<file path="config.mk">
export PLATFORM = sky130hd
export DESIGN_NAME = push_pop_seq
export DESIGN_NICKNAME = d
export VERILOG_FILES = /design/src/rtl/push_pop_seq.sv
export SDC_FILE = /design/constraint.sdc
export NUM_CORES = 1
export LEC_CHECK = 0
export CORE_ASPECT_RATIO = 1.25
export CORE_MARGIN = 2
export CORE_UTILIZATION = 41
export CTS_BUF_LIST = sky130_fd_sc_hd__clkbuf_8
export CTS_CLUSTER_DIAMETER = 60
export DETAILED_ROUTE_END_ITERATION = 16
export GPL_ROUTABILITY_DRIVEN = 1
export PLACE_DENSITY = 0.74
export RECOVER_POWER = 50
export SYNTH_ARGS = -nofsm -noshare
export SYNTH_HDL_FRONTEND = slang
export SYNTH_SLANG_ARGS = --single-unit
</file>
<file path="constraint.sdc">
create_clock -name clk -period 3.2 [get_ports clk]
set_input_delay 0.64 -clock clk [delete_from_list [all_inputs] [get_ports clk]]
set_output_delay 0.64 -clock clk [all_outputs]
set_load 0.05 [all_outputs]
</file>
<file path="src/rtl/push_pop_seq.sv">
// rtl/push_pop_seq.sv - multi-cycle PUSH/POP register-list sequencer
//
// Purpose: expands one PUSH or POP of a register list into one memory
// transfer per cycle, then writes back SP and pulses done.
// Ports:
//   clk, rst (async active-low)
//   start, is_pop, reg_list[7:0], extra, sp_in[31:0]  - request, captured when idle
//   busy                                             - stall to decode/fetch
//   rf_addr[3:0], rf_we, pc_load                     - register file / PC side
//   dmem_addr[31:0], dmem_we, dmem_byte_enable[3:0]  - data memory side
//   sp_we, sp_out[31:0], done                        - SP write-back and completion
// Configuration: define PUSH_POP_LR_PC_EN to honour `extra` (LR on PUSH,
// PC on POP); undefined, `extra` is ignored and pc_load is tied low.
module push_pop_seq (
  input  logic        clk,
  input  logic        rst,
  input  logic        start,
  input  logic        is_pop,
  input  logic [7:0]  reg_list,
  input  logic        extra,
  input  logic [31:0] sp_in,
  output logic        busy,
  output logic [3:0]  rf_addr,
  output logic        rf_we,
  output logic [31:0] dmem_addr,
  output logic        dmem_we,
  output logic [3:0]  dmem_byte_enable,
  output logic        pc_load,
  output logic        sp_we,
  output logic [31:0] sp_out,
  output logic        done
);

  typedef enum logic [1:0] {IDLE, XFER, SPWB, DONE} state_t;

  state_t      state;
  logic [8:0]  pending;
  logic        pop_q;
  logic [31:0] sp_final;

  logic        extra_eff;
  logic [8:0]  start_mask;
  logic [3:0]  start_n;
  logic [31:0] start_bytes;
  logic [8:0]  rest;
  logic [8:0]  scan;
  logic        scan_pop;
  logic [3:0]  low_idx;
  logic [3:0]  x_rf_addr;
  logic        x_rf_we;

`ifdef PUSH_POP_LR_PC_EN
  assign extra_eff = extra;
`else
  assign extra_eff = extra & 1'b0;
  assign pc_load   = 1'b0;
`endif

  assign start_mask  = {extra_eff, reg_list};
  assign start_bytes = {26'b0, start_n, 2'b00};
  // Pending still holds the transfer being issued this cycle; drop its lowest bit.
  assign rest        = pending & (pending - 9'd1);
  // In IDLE the first transfer is chosen from the fresh request, later from what remains.
  assign scan        = (state == IDLE) ? start_mask : rest;
  assign scan_pop    = (state == IDLE) ? is_pop : pop_q;
  assign busy        = (state != IDLE) || start;

  always_comb begin
    start_n = '0;
    for (int i = 0; i < 9; i++) start_n = start_n + {3'b0, start_mask[i]};
  end

  always_comb begin
    low_idx = '0;
    for (int i = 8; i >= 0; i--) if (scan[i]) low_idx = 4'(i);
  end

  // Bit 8 is R14 for PUSH and the PC (reported as index 15) for POP.
  assign x_rf_addr = (low_idx == 4'd8) ? (scan_pop ? 4'hF : 4'hE) : low_idx;
  assign x_rf_we   = scan_pop && (low_idx != 4'd8);

  always_ff @(posedge clk or negedge rst) begin
    if (!rst) begin
      state            <= IDLE;
      pending          <= '0;
      pop_q            <= 1'b0;
      sp_final         <= '0;
      rf_addr          <= '0;
      rf_we            <= 1'b0;
      dmem_addr        <= '0;
      dmem_we          <= 1'b0;
      dmem_byte_enable <= 4'h0;
`ifdef PUSH_POP_LR_PC_EN
      pc_load          <= 1'b0;
`endif
      sp_we            <= 1'b0;
      sp_out           <= '0;
      done             <= 1'b0;
    end else begin
      case (state)
        IDLE: begin
          if (start) begin
            pop_q    <= is_pop;
            sp_final <= is_pop ? sp_in + start_bytes : sp_in - start_bytes;
            if (start_n == 4'd0) begin
              state <= DONE;
              done  <= 1'b1;
            end else begin
              state            <= XFER;
              pending          <= start_mask;
              dmem_addr        <= is_pop ? sp_in : sp_in - start_bytes;
              rf_addr          <= x_rf_addr;
              rf_we            <= x_rf_we;
              dmem_we          <= !is_pop;
              dmem_byte_enable <= 4'hF;
`ifdef PUSH_POP_LR_PC_EN
              pc_load          <= is_pop && (low_idx == 4'd8);
`endif
            end
          end
        end
        XFER: begin
          pending <= rest;
          if (rest == 9'd0) begin
            state            <= SPWB;
            rf_addr          <= '0;
            rf_we            <= 1'b0;
            dmem_addr        <= '0;
            dmem_we          <= 1'b0;
            dmem_byte_enable <= 4'h0;
`ifdef PUSH_POP_LR_PC_EN
            pc_load          <= 1'b0;
`endif
            sp_we            <= 1'b1;
            sp_out           <= sp_final;
          end else begin
            dmem_addr <= dmem_addr + 32'd4;
            rf_addr   <= x_rf_addr;
            rf_we     <= x_rf_we;
`ifdef PUSH_POP_LR_PC_EN
            pc_load   <= pop_q && (low_idx == 4'd8);
`endif
          end
        end
        SPWB: begin
          state <= DONE;
          sp_we <= 1'b0;
          done  <= 1'b1;
        end
        DONE: begin
          state <= IDLE;
          done  <= 1'b0;
        end
        default: state <= IDLE;
      endcase
    end
  end

endmodule

</file>
Word-level counts from Yosys, hierarchy flattened --
Cells that the tools add are included.
Storage, ports and cells: register bits 120, bits of input ports 45, output and inout bits 78, word-level logic and storage cells 97
Operators by class: $add $sub $neg 11, eq/ne operators 9, mux-type cells 47, bitwise gates (word level) 1, reductions and logical operators 17
Operator list (count):
- 32-bit two-way mux | 5
- 4-bit two-way mux | 16
- 32-bit one-hot mux with 2 select lines | 1
- 32-bit by 3-bit adder with 32-bit output, second input constant | 1
- 32-bit by 6-bit adder with 32-bit output | 1
- 32-bit by 6-bit subtractor with 32-bit output | 1
- 9-bit two-way mux | 3
- 9-bit one-hot mux with 2 select lines | 1
- 4-bit by 1-bit adder with 4-bit output | 4
- 4-bit one-hot mux with 2 select lines | 2
- 1-bit two-way mux | 11
- 9-bit bitwise AND | 1
- 9-bit zero test | 1
- 9-bit by 1-bit subtractor with 9-bit output, second input constant | 1
- 2-bit one-hot mux with 4 select lines | 1
- 2-bit AND reduction | 4
- 2-bit two-way mux | 3
- 2-bit inequality test, second input constant | 3
- 1-bit one-hot mux with 2 select lines | 3
- 3-bit AND reduction | 2
- 2-bit nonzero test | 3
- 3-bit by 1-bit adder with 4-bit output | 1
- 2-bit equality test, second input constant | 2
- 4-bit equality test, second input constant | 1
- 13 further kinds | 13

Longest topological paths before layout --
Gate-level depths: netlist of the first run.
depth in word-level cells 17, gate-level depth with buffers 17, mapped depth without buffers 16

Least setup slack after synthesis of the first run --
OpenSTA, ideal clock, no wires.
path type input port to flip-flop, start point input reg_list[0], end point register sp_final[21], setup time 0.125 ns, arrival time 4.808 ns, required time 3.075 ns, setup slack -1.732 ns, cell stages on the path 15, buffers on the path 1, path through inv_1 fa_1 fa_1 fa_1 inv_1 ha_1 fa_1 ha_1 or2_2 a221oi_1 clkbuf_1 nor4_1 a31oi_1 xnor2_1 mux2_2
On the way: cells in the longest elaborated chain, start to end 9, elaborated cells on any way between the ends 10, classes of those cells 9 x add/sub; 1 x mux
Ends and longest elaborated chain:
- start, declared | RTL line 19 | input logic [7:0] reg_list,
- 1-bit by 1-bit adder with 2-bit output * | RTL line 70 | for (int i = 0; i < 9; i++) start_n = start_n + {3'b0, start_mask[i]};
- 2-bit by 1-bit adder with 3-bit output * | RTL line 70
- 3-bit by 1-bit adder with 4-bit output * | RTL line 70
- 4-bit by 1-bit adder with 4-bit output * (4 in a row) | RTL line 70
- 32-bit by 6-bit subtractor with 32-bit output or 32-bit by 6-bit adder with 32-bit output (tied branches) | RTL line 104 | sp_final <= is_pop ? sp_in + start_bytes : sp_in - start_bytes;
- 32-bit two-way mux * | RTL line 104
- end signal, assigned | RTL line 104
- end, declared | RTL line 39 | logic [31:0] sp_final;
Mark *: on every way between the ends. The rest lies on a longest branch, timed or not. A chain may end at the register's enable or synchronous reset.

Worst setup path after layout of the first run --
start point input reg_list[3], end point register dmem_addr[9]
On the way: cells in the longest elaborated chain, start to end 10, elaborated cells on any way between the ends 13, classes of those cells 6 x add/sub; 1 x eq/ne; 4 x mux; 2 x reduce/logical
Ends and longest elaborated chain:
- 3-bit by 1-bit adder with 4-bit output * | RTL line 70
- 4-bit by 1-bit adder with 4-bit output * (4 in a row) | RTL line 70
- 32-bit by 6-bit subtractor with 32-bit output | RTL line 111 | dmem_addr <= is_pop ? sp_in : sp_in - start_bytes;
- 32-bit two-way mux | RTL line 111
- 32-bit two-way mux | RTL line 105 | if (start_n == 4'd0) begin
- 32-bit two-way mux | RTL line 102 | if (start) begin
- 32-bit one-hot mux with 2 select lines | RTL line 100 | case (state)
- end signal, assigned | RTL line 111
- end signal, assigned | RTL line 137 | dmem_addr <= dmem_addr + 32'd4;
- end, declared | RTL line 25 | output logic [31:0] dmem_addr,
Mark *: on every way between the ends. The rest lies on a longest branch, timed or not. The select of a mux whose other input is x is not followed.

==> results of run 1 <==
-- power by group through the flow --
stage                     logic, mW  clock network, mW  registers [mW]
final                          7.13               1.40            2.76
after global routing           7.58               1.49            2.84
after CTS                      6.54               1.42            2.71
after detailed placement       5.72                  0            2.73
after global placement         5.64                  0            2.71
after floorplan                2.64                  0            3.88
-- layout by cell type, fill, tap and decap left out, drive strengths merged, types with 5 or more instances in the layout --
cell and instances:
clkinvlp 5, o22ai 8, o311ai 9, nor4 27
or2 6, a32oi 6, a31oi 10, nor3 16
and2 5, or3 11, o211ai 5, and3 10
xnor2 21, a21oi 36, nand4 11, fa 6
o21ai 78, clkinv 6, nand3 26, mux2 7
nor2b 7, nand2 194, o221ai 5, clkbuf 23
nor2 29, xor2 33, buf 138, inv 36
dfrtp 117, a22o 8, nand2b 5, and4 5
ha 17, clkdlybuf4s50 115, o32a 5
-- worst paths after layout --
kind                                                from                         to  depth (start not counted)
worst max-delay path                         reg_list[3]   dmem_addr[9]$_DFFE_PN0P_                         18
worst min-delay path            sp_final[16]$_DFFE_PN0P_     sp_out[16]$_DFFE_PN0P_                          2
worst max register to register    pending[0]$_DFFE_PN0P_  dmem_addr[14]$_DFFE_PN0P_                          7
worst min register to register  sp_final[16]$_DFFE_PN0P_     sp_out[16]$_DFFE_PN0P_                          2
max in group asynchronous                            rst  dmem_addr[26]$_DFFE_PN0P_                          2
min in group asynchronous                            rst     pending[2]$_DFFE_PN0P_                          1
-- layer usage --
layer	vias up	GRT usage, %
met5	-	0
met4	0	11.9
met3	86	5.43
met2	388	42.0
met1	3780	31.3
li1	3600	-
-- registers in the layout, indices dropped and copies added (netlist names), 2 cells and up --
signal and cells:
rf_addr 4, sp_out 32, pending 9, dmem_addr 32
state 2, sp_final 32
-- layout make-up --
cell class | count | share of cell area, %
clock inverters | 14 | 1.36
multi-input cells | 675 | 45.4
inverters | 35 | 1.22
clock buffers | 18 | 2.18
repair buffers | 258 | 21.6
flip-flops and latches | 117 | 25.7
well taps | 228 | 2.51
-- logic make-up (layout without fill, tap and decap cells) --
kind of cell    count (synthesis)  in the layout  synth area share [%]
simple gates                  365            365                  23.2
compound gates                220            220                  19.5
flops                         117            117                  39.2
buf+inv                        98            325                  5.50
xor+xnor                       54             54                  6.34
fa+ha+maj                      25             25                  4.73
mux                            10             10                  1.46
other cells                     1              1                0.0502
-- worst max-delay path: stages --
cell and delay, ns:
buf_8 0.09, inv_8 0.03, fa_1 0.54, fa_1 0.42
fa_1 0.49, inv_1 0.04, ha_2 0.19, fa_2 0.65
ha_4 0.24, or2_4 0.23, a221oi_4 0.23, buf_6 0.17
buf_16 0.11, buf_4 0.11, nor4b_4 0.05, xnor2_2 0.25
o32a_1 0.23, o21ai_2 0.06
-- repair_timing --
| item | CTS | global route |
|---|---|---|
| setup endpoints to repair | 79 | 79 |
| gates resized for setup | 169 | 85 |
| buffers inserted | 21 | 23 |
| pin swaps | 72 | 40 |
| gates cloned | 4 | 1 |
==> results.ini, run 1 <==
[synth]
synth-edff-count=0
synth_area_sq_um=7460
avgSynthCellArea_sq_um=8.39
ys.flop_type=dfrtp_1
synthArstFlopShare_pct=100
ys_ff_latch=117
ys_top_cells_by_count=194 x nand2_1, 117 x dfrtp_1, 71 x o21ai_0
synth_area_leaders=dfrtp_1 39%, nand2_1 9.8%, o21ai_0 4.8%
synth.yosys.seq_area_share_pct=39.2
syn_inst=890
syn-num-nets=958
yosys.area.top_type=dfrtp_1
ys_types=73
synth_most_common_cell=nand2_1
ys_warn_count=0
netlist.area_leader.share_pct=39.2

[sta]
min_period_ns=4.42
tns_ns=-83.06
final-setup-viol-count=79
slew_violations=47
fmax_ghz=0.226
clock_skew_ns=0.00875
final.setup.worst_slack_ns=-1.22
finalHoldViolCount=0
worst_slew_pin_slew_ns=2.42
slew_headroom_pct=-61.4
whs_ns=0.462
timing.final.crit_share_pct=138
rsz0062_at_grt=yes

[power_and_ir_drop]
p_seq_share_pct=24.5
p_leak_nw=4.86
clock_power_share_pct=12.4
p_sw_share_pct=49.4
combPwrFrac_pct=63.2
p_switching_mw=5.58
internal_power_mw=5.71
peakVddDrop_mv=1.06
power_density_nw_per_um2=992
power.total_mw=11.3

[cells_and_area]
post-route-util_pct=63.4
fin_cells=1345
diodes=0
nets=1172
multi_input_area_sq_um=5170
seq_area_sq_um=2930
final_area_sq_um=11400
areaGrowthSynthToFinish_pct=52.5
fillers=1418
drive_above_1_share_pct=29.1

[setup_path]
crit_arrival_ns=4.77
cp-end-kind=register
critPathKind=input pin to register
rrSetupSlack_ns=0.28
cp_data_required_time_ns=3.55
crit_fanout=6
start_kind=input pin

[routing]
top_layer=met4
wl_um=25700
via_count=7854
drcViolationCount=0
met1_length_um=10200
wl_met3_um=1780
first_pass_iters=6
wl_met2_um=12600
vias_per_cell=5.84
wl_per_cell_um=19.1
postRouteAntennaNets=0
drt_iter0_markers=603

[clock_tree]
tritoncts=built
hold_buffers=0
clockRootBuffer=clkbuf_8
htree_levels=4
clock-sinks=117
clkTransAtPathRegs_ns=0.08
cts-buffers-inserted=17
clk_latency_ns=0.46
clockBufferDepth=2

[die]
die_area_sq_um=19300
start_util_pct=41.6
coreArea_sq_um=18000
rows=55
ios=123
die_w_um=125
die_y_um=155

[placed_design]
pre_cts_slack_ns=-2.22
numPlacedInstances=1276
place.detailed.hpwl_um=16800
port_buffers=120
place_area_sq_um=9640
place.gp.congestion=0.905

[global_route]
gr-total-overflow=0
grt_pass1_vias=7572
grt_max_degree=62
grtUsageTotal_pct=25.2
antenna_found_initial=0
grt_pass1_wl_um=39000

[hold_path]
hold_path.class=register to register

[outcome]
violations=capacitance limit, slew limit, setup timing
status=finished with violations

[flow_run]
maxCapViolations=1

Power figures use the tool's default switching activity.
==> run 2, diff against run 1 <==
- CORE_UTILIZATION: 41 -> 40
- PLACE_DENSITY: 0.74 -> 0.73
==> run 2 against run 1 <==
Net effect:
- the flow still finishes with violations (capacitance limit, slew limit, setup timing)
- first-iteration DRC count up 23%
- power down 3.1%
- combinational power down 6.6%
- critical path depth down 1
- clock skew about the same
- clock power up 12%
- non-clock buffer count down 3
- utilization down 2.1 points
- maximum frequency up 0.81%
- wire length down 3.4%
- critical path type unchanged
- critical endpoint is now dmem_addr[20]$_DFFE_PN0P_
==> results.ini, run 2 (same netlist as run 1, synthesis figures left out) <==
[outcome]
status=finished with violations
violations=capacitance limit, slew limit, setup timing

[routing]
vias_per_cell=5.75
wl_per_cell_um=18.5
drt_iter0_markers=741
first_pass_iters=6
wl_um=24800
via_count=7713
drcViolationCount=0
postRouteAntennaNets=0

[clock_tree]
clock-sinks=117
tritoncts=built
htree_levels=4
clockRootBuffer=clkbuf_8
clkTransAtPathRegs_ns=0.08
clockBufferDepth=2
clk_latency_ns=0.47
cts-buffers-inserted=17

[power_and_ir_drop]
peakVddDrop_mv=0.625
internal_power_mw=5.66
p_leak_nw=4.80
power_density_nw_per_um2=983
combPwrFrac_pct=60.9
p_sw_share_pct=48.3
p_switching_mw=5.29
clock_power_share_pct=14.4
p_seq_share_pct=24.8

[global_route]
grt_pass1_wl_um=38600
gr-total-overflow=0
grt_max_degree=118
grt_pass1_vias=7424
grtUsageTotal_pct=24.5
antenna_found_initial=0

[sta]
timing.final.crit_share_pct=137
slew_violations=118
whs_ns=0.461
tns_ns=-76.19
fmax_ghz=0.228
final-setup-viol-count=79
finalHoldViolCount=0
rsz0062_at_grt=yes
slew_headroom_pct=-7.32
clock_skew_ns=0.00883
final.setup.worst_slack_ns=-1.19
worst_slew_pin_slew_ns=1.61
min_period_ns=4.39

[cells_and_area]
areaGrowthSynthToFinish_pct=49.2
drive_above_1_share_pct=26.3
final_area_sq_um=11100
final_common_cell=nand2_1
largest_registers=dmem_addr: 32 flops, sp_final: 32 flops, sp_out: 32 flops
fin_cells=1342
nets=1169
final_cell_mix=188 x nand2_1, 117 x dfrtp_1, 115 x clkdlybuf4s50_1
diodes=0

[flow_run]
maxCapViolations=1

[placed_design]
port_buffers=120
place.gp.congestion=0.972
place.detailed.hpwl_um=16400
numPlacedInstances=1277
place_area_sq_um=9640

[die]
start_util_pct=41.1
rows=55
coreArea_sq_um=18200
die_area_sq_um=19800
die_y_um=157
ios=123
die_w_um=126

[setup_path]
crit_arrival_ns=4.72
crit_fanout=5
worstReg2RegStart=pending[1]$_DFFE_PN0P_
start_kind=input pin
cp-end-kind=register
crit_start=reg_list[0]
cp_data_required_time_ns=3.53
critPathKind=input pin to register

[hold_path]
hold_path.class=register to register
min_from=sp_final[24]$_DFFE_PN0P_

run 2: cell types whose count changed in the layout (fill, tap and decap cells not counted), sizes merged:
cell      before  now
bufinv         2    4
inv           36   42
clkinvlp       5    1
clkinv         6    3
clkbuf        23   19
run 2: repair_timing:
action	in CTS	in global routing
pin swaps	69	45
hold buffers	0	0
buffers inserted	20	16
cloned	3	0
gates resized for setup	133	56
setup endpoints to repair	79	79
run 2: through the flow:
stage	utilization [%]	power, mW	setup WS [ns]
2_1_floorplan	-	6.51	-1.45
3_3_place_gp	53.0	8.38	-2.22
3_5_place_dp	53.0	8.47	-2.30
4_1_cts	59.3	10.6	-1.09
5_1_grt	61.3	11.6	-1.32
6_report	61.3	10.9	-1.19
run 2: path summary, 6_finish.rpt:
| kind | endpoint | slack [ns] | cells after the start |
|---|---|---|---|
| setup reg to reg | dmem_addr[13]$_DFFE_PN0P_ | 0.46 | 7 |
| hold reg to reg | sp_out[24]$_DFFE_PN0P_ | 0.46 | 2 |
| hold / removal | sp_out[24]$_DFFE_PN0P_ | 0.46 | 2 |
| max in group asynchronous | sp_out[23]$_DFFE_PN0P_ | 1.49 | 2 |
| setup / recovery | dmem_addr[20]$_DFFE_PN0P_ | -1.19 | 17 |
| min in group asynchronous | pending[0]$_DFFE_PN0P_ | 0.71 | 2 |
run 2: routing by layer:
layer / track usage, % / up-vias / part of all wire [%]
li1: - / 3594 / -
met1: 30.3 / 3737 / 41
met2: 41.6 / 316 / 50
met3: 5.03 / 66 / 5.9
met4: 9.99 / 0 / 3.3
met5: 0 / - / 0
run 2: cell type report:
cell class	count	area [sq um]
well taps	228	285
flip-flops and latches	117	2930
repair buffers	255	2380
clock inverters	15	215
multi-input cells	675	4950
inverters	35	139
clock buffers	17	234
fillers	1478	7030
run 2: worst max-delay path: stages:
cell and delay, ns:
buf_2 0.10, inv_2 0.05, fa_1 0.51, fa_1 0.42, fa_1 0.49, inv_1 0.04
ha_2 0.18, fa_2 0.48, buf_6 0.15, fa_2 0.36, o21ba_4 0.25, buf_6 0.11
buf_6 0.10, o21a_4 0.23, nand4_1 0.20, xor2_1 0.24, o221ai_1 0.15
run 2: power by group through the flow:
stage               clock [mW]  sequential [mW]  combinational, mW
floorplan                    0             3.88               2.64
global placement             0             2.70               5.69
detailed placement           0             2.71               5.76
CTS                       1.60             2.69               6.32
global route              1.67             2.80               7.14
finish                    1.57             2.71               6.66
